==> config.mk <==
export PLATFORM = sky130hd
export DESIGN_NAME = mem_arbiter
export DESIGN_NICKNAME = d
export VERILOG_FILES = /design/src/rtl/mem_arbiter.sv
export SDC_FILE = /design/constraint.sdc
export NUM_CORES = 1
export LEC_CHECK = 0
export ABC_CLOCK_PERIOD_IN_PS = 1800
export CAP_MARGIN = 25
export CORE_ASPECT_RATIO = 0.75
export CORE_MARGIN = 8
export CORE_UTILIZATION = 29
export CTS_CLUSTER_SIZE = 25
export DETAILED_ROUTE_END_ITERATION = 7
export GPL_TIMING_DRIVEN = 0
export HOLD_SLACK_MARGIN = 0.12
export PLACE_DENSITY = 0.7
export SYNTH_ARGS = -nofsm -noshare
export SYNTH_HDL_FRONTEND = slang
export SYNTH_SLANG_ARGS = --single-unit
export TNS_END_PERCENT = 50
==> constraint.sdc <==
create_clock -name clk -period 1.8 [get_ports clk]
set_input_delay 0.27 -clock clk [delete_from_list [all_inputs] [get_ports clk]]
set_output_delay 0.27 -clock clk [all_outputs]
set_load 0.01 [all_outputs]
==> src/rtl/mem_arbiter.sv <==
// Two-master round-robin arbiter in front of a single-port, combinational-read
// memory. Each transaction runs IDLE -> ACCESS -> RESP, one every three cycles.
module mem_arbiter #(
  parameter int DEPTH = 4096,
  parameter int AW    = 12
) (
  input  logic        clk,
  input  logic        rst,
  input  logic        req0,
  input  logic        req1,
  input  logic        we0,
  input  logic        we1,
  input  logic [31:0] addr0,
  input  logic [31:0] addr1,
  input  logic [31:0] wdata0,
  input  logic [31:0] wdata1,
  output logic        done0,
  output logic        done1,
  output logic        err0,
  output logic        err1,
  output logic [31:0] rdata0,
  output logic [31:0] rdata1,
  output logic [31:0] mem_addr,
  output logic [31:0] mem_wdata,
  output logic        mem_read,
  output logic        mem_write,
  input  logic [31:0] mem_rdata,
  output logic        busy
);

  typedef enum logic [1:0] {IDLE, ACCESS, RESP} state_t;

  state_t      state_q, state_d;
  logic        last_q, last_d;
  logic        sel_q, sel_d;
  logic        oor_q, oor_d;
  logic [31:0] mem_addr_q, mem_addr_d;
  logic [31:0] mem_wdata_q, mem_wdata_d;
  logic        mem_read_q, mem_read_d;
  logic        mem_write_q, mem_write_d;
  logic        done0_q, done0_d;
  logic        done1_q, done1_d;
  logic        err0_q, err0_d;
  logic        err1_q, err1_d;
  logic [31:0] rdata0_q, rdata0_d;
  logic [31:0] rdata1_q, rdata1_d;

  logic        grant1;
  logic        req_we;
  logic        req_oor;
  logic [31:0] req_addr;
  logic [31:0] req_wdata;
  logic [31:0] read_data;

  always_comb begin
    // last_q = 1 means master 1 was served last, so master 0 wins a tie
    grant1    = req1 & (~req0 | ~last_q);
    req_we    = grant1 ? we1 : we0;
    req_addr  = grant1 ? addr1 : addr0;
    req_wdata = grant1 ? wdata1 : wdata0;
    req_oor   = (req_addr[31:AW] != '0) || (req_addr >= 32'(DEPTH));
    read_data = mem_read_q ? mem_rdata : 32'd0;

    state_d     = state_q;
    last_d      = last_q;
    sel_d       = sel_q;
    oor_d       = oor_q;
    mem_addr_d  = mem_addr_q;
    mem_wdata_d = mem_wdata_q;
    mem_read_d  = mem_read_q;
    mem_write_d = mem_write_q;
    done0_d     = done0_q;
    done1_d     = done1_q;
    err0_d      = err0_q;
    err1_d      = err1_q;
    rdata0_d    = rdata0_q;
    rdata1_d    = rdata1_q;

    case (state_q)
      IDLE: begin
        if (req0 | req1) begin
          state_d     = ACCESS;
          last_d      = grant1;
          sel_d       = grant1;
          oor_d       = req_oor;
          mem_addr_d  = req_addr;
          mem_wdata_d = req_wdata;
          mem_read_d  = ~req_we & ~req_oor;
          mem_write_d = req_we & ~req_oor;
        end
      end
      ACCESS: begin
        state_d     = RESP;
        mem_read_d  = 1'b0;
        mem_write_d = 1'b0;
        if (sel_q) begin
          done1_d  = 1'b1;
          err1_d   = oor_q;
          rdata1_d = read_data;
        end else begin
          done0_d  = 1'b1;
          err0_d   = oor_q;
          rdata0_d = read_data;
        end
      end
      RESP: begin
        state_d  = IDLE;
        done0_d  = 1'b0;
        done1_d  = 1'b0;
        err0_d   = 1'b0;
        err1_d   = 1'b0;
        rdata0_d = 32'd0;
        rdata1_d = 32'd0;
      end
      default: state_d = IDLE;
    endcase
  end

  always_ff @(posedge clk) begin
    if (rst) begin
      state_q     <= IDLE;
      last_q      <= 1'b1;
      sel_q       <= 1'b0;
      oor_q       <= 1'b0;
      mem_addr_q  <= 32'd0;
      mem_wdata_q <= 32'd0;
      mem_read_q  <= 1'b0;
      mem_write_q <= 1'b0;
      done0_q     <= 1'b0;
      done1_q     <= 1'b0;
      err0_q      <= 1'b0;
      err1_q      <= 1'b0;
      rdata0_q    <= 32'd0;
      rdata1_q    <= 32'd0;
    end else begin
      state_q     <= state_d;
      last_q      <= last_d;
      sel_q       <= sel_d;
      oor_q       <= oor_d;
      mem_addr_q  <= mem_addr_d;
      mem_wdata_q <= mem_wdata_d;
      mem_read_q  <= mem_read_d;
      mem_write_q <= mem_write_d;
      done0_q     <= done0_d;
      done1_q     <= done1_d;
      err0_q      <= err0_d;
      err1_q      <= err1_d;
      rdata0_q    <= rdata0_d;
      rdata1_q    <= rdata1_d;
    end
  end

  assign done0     = done0_q;
  assign done1     = done1_q;
  assign err0      = err0_q;
  assign err1      = err1_q;
  assign rdata0    = rdata0_q;
  assign rdata1    = rdata1_q;
  assign mem_addr  = mem_addr_q;
  assign mem_wdata = mem_wdata_q;
  assign mem_read  = mem_read_q;
  assign mem_write = mem_write_q;
  assign busy      = (state_q != IDLE);

endmodule

==> flow_summary.ini <==
[status]
outcome = complete, no violations

[placement]
gp_congestion = 0.869
portBuffers = 299
place_ws_ns = -0.491
place.detailed.hpwl_um = 19100
numPlacedInstances = 1272
detailed_place.area_mm2 = 0.00902

[synthesis]
syn-cell-area_mm2 = 0.00571
synth_area_per_cell_um2 = 7.94
ys.flop_type = dfxtp_1
yosysUniqueCellTypes = 37
yosysSeqAreaShare_pct = 48.7
async_reset_ff_share_pct = 0
netlist_instances = 720
ys_ff_latch = 139
yosys_warnings = 0
synth-edff-count = 0
synth.net_count = 886

[run]
max-cap-violations = 0

[critical_path]
critPathMaxFanout = 10
cp-end-kind = flip-flop
cpMaxStageDelayCell = clkbuf_1
max_stage_delay_ns = 0.47
criticalPathCategory = flip-flop to flip-flop
worstPathArrival_ns = 2.04
cp_common_cell = clkbuf_1
cp.required_ns = 2.14
crit_path_start_kind = flip-flop
worstPathCellList = clkbuf_1 -> clkbuf_1 -> nand4_1 -> a21oi_1

[finish]
final_nets = 1204
fillers = 1846
area_growth_syn_to_layout_pct = 68.7
num_antenna_cells = 0
drive_gt1_share_pct = 7.90
fin_area_mm2 = 0.00964
layout.cells.non_filler = 1304

[detailed_routing]
drc = 0
ant_nets = 0
viasPerCell = 5.04
wl_per_cell_um = 18.9
vias = 6574
routed_wl_um = 24600
drtPass1Iterations = 5
first_iter_violations = 525

[global_route]
grt_pass1_vias = 6274
grt_pass1_wl_um = 36800
grt_usage_pct = 19.3
overflow = 0
antenna_found_initial = 0
grt_max_degree = 17

[clock_tree]
max-clock-path-buffers = 2
cts_root_buf = clkbuf_16
clock_latency_ns = 0.42
holdBufCountCts = 0
cts.sinks = 139
htree_levels = 4
clk_pin_slew_ns = 0.07
numCtsBuffers = 17
cts_tree = built

[sta]
clock.fmax_mhz = 589
hold_violations = 0
relSlewSlack_pct = 51.6
rsz0062_at_grt = yes
worst_slack_ns = 0.103
finalClockSkew_ns = 0.0111
tightest_slew_ns = 0.726
hold_ws_ns = 0.416
slew_viol_final = 0
post-route-min-period_ns = 1.70
period_share_pct = 94.3
setup_viol = 0

[worst_hold_path]
hp-class = primary input to flip-flop

[power]
vdd.ir_drop.worst_mv = 0.474
power_density_mw_per_mm2 = 885
leakagePower_uw = 0.00344
p_total_uw = 8530

[floorplanning]
core_area_mm2 = 0.0193
start_util_pct = 29.6
die_x_um = 178
io_pins = 301
row_count = 44
die_y_um = 138
dieArea_mm2 = 0.0245
-- layer usage --
metal,global-route usage [%],wire (µm),part of all wire [%]
met1,25.5,10900,44
met5,0,0,0
met2,30.0,11200,46
met4,6.05,620,2.5
met3,5.70,1840,7.5
-- critical path: cells and delay by family, from the launching register on --
| kind | cells | cell delay (ns) |
|---|---|---|
| AO/OA/AOI/OAI | 1 | 0.19 |
| buffers and inverters | 2 | 0.86 |
| flip-flops | 1 | 0.38 |
| AND/OR/NAND/NOR | 1 | 0.18 |
-- kinds of logic after synthesis --
logic type,synth area share [%]
buffers and inverters,5.71
and+or+nand+nor,27.0
AOI/OAI and AO/OA,18.4
DFF,48.7
muxes,0.175
-- metrics by stage --
step / setup TNS, ns / utilization [%]
after floorplan: 0 / -
after global placement: -44.05 / 46.7
after detailed placement: -45.26 / 46.7
after CTS: 0 / 49.7
after global routing: -0.0175 / 49.9
final: 0 / 49.9
-- final cells by class --
| type | instances | area (µm²) | area share [%] |
|---|---|---|---|
| plain buffers | 71 | 327 | 3.39 |
| clock buffers | 17 | 425 | 4.41 |
| clock inverters | 15 | 155 | 1.61 |
| inverters | 4 | 15.0 | 0.156 |
| multi-input cells | 506 | 2620 | 27.2 |
| flip-flops and latches | 139 | 2790 | 28.9 |
| well taps | 253 | 317 | 3.28 |
| repair buffers | 299 | 2990 | 31.0 |
-- final timing paths --
check | start | to | slack [ns] | cells past startpoint
setup reg to reg | mem_read | rdata1[30] | 0.10 | 4
hold / removal | addr1[6] | mem_addr[6] | 0.42 | 3
setup / recovery | mem_read | rdata1[30] | 0.10 | 4
hold reg to reg | rdata0[4] | rdata0[4] | 0.45 | 2
-- sequential cells by signal, summed over array words and instances, names as in the netlist --
register	flops
done1	1
mem_read	1
state_q	2
done0	1
err1	1
last_q	1
rdata0	32
mem_addr	32
mem_write	1
rdata1	32
mem_wdata	32
oor_q	1
sel_q	1
err0	1
-- cell usage in the layout (no fill, tap or decap), types with 2 or more instances in the layout --
| master | n |
|---|---|
| a21oi_2 | 2 |
| clkbuf_4 | 2 |
| clkinv_8 | 2 |
| clkdlybuf4s50_1 | 298 |
| buf_2 | 27 |
| inv_8 | 4 |
| nor2_1 | 67 |
| nor4_1 | 9 |
| a311oi_1 | 63 |
| clkbuf_2 | 6 |
| clkinv_4 | 4 |
| a21oi_1 | 69 |
| buf_1 | 3 |
| buf_4 | 3 |
| nand3_1 | 4 |
| inv_1 | 4 |
| dfxtp_1 | 137 |
| nor2b_1 | 3 |
| a31oi_1 | 2 |
| nand2_1 | 197 |
| clkbuf_1 | 30 |
| nand4_1 | 64 |
| nor3_1 | 2 |
| clkbuf_16 | 17 |
| o31ai_1 | 2 |
| inv_6 | 4 |
| dfxtp_2 | 2 |
| o21ai_0 | 3 |
-- cell usage after synthesis, drive strengths merged, types with 2 or more instances --
master	count	area, µm²
o31ai	2	15.0
nor4	9	56.3
nand3	4	20.0
and2	2	15.0
nor2	69	262
nand2	197	739
nor2b	3	18.8
o21ai	4	23.8
dfxtp	139	2780
clkbuf	35	131
nor3	2	10.0
a31oi	2	12.5
nand4	64	400
a21oi	71	359
inv	4	15.0
a311oi	63	552
buf	36	180
-- power by group --
part	leakage [µW]	internal (µW)	total, µW	switching (µW)
registers	0.00114	3260	3370	108
clock network	0.000282	1850	3450	1600
logic	0.00202	857	1710	852
-- timing repair --
item / CTS / global route
pin swaps: 0 / 0
endpoints found under the setup margin: 11 / 69
setup buffers: 0 / 0
resized for setup: 5 / 16
(Power assumes the default switching activity.)
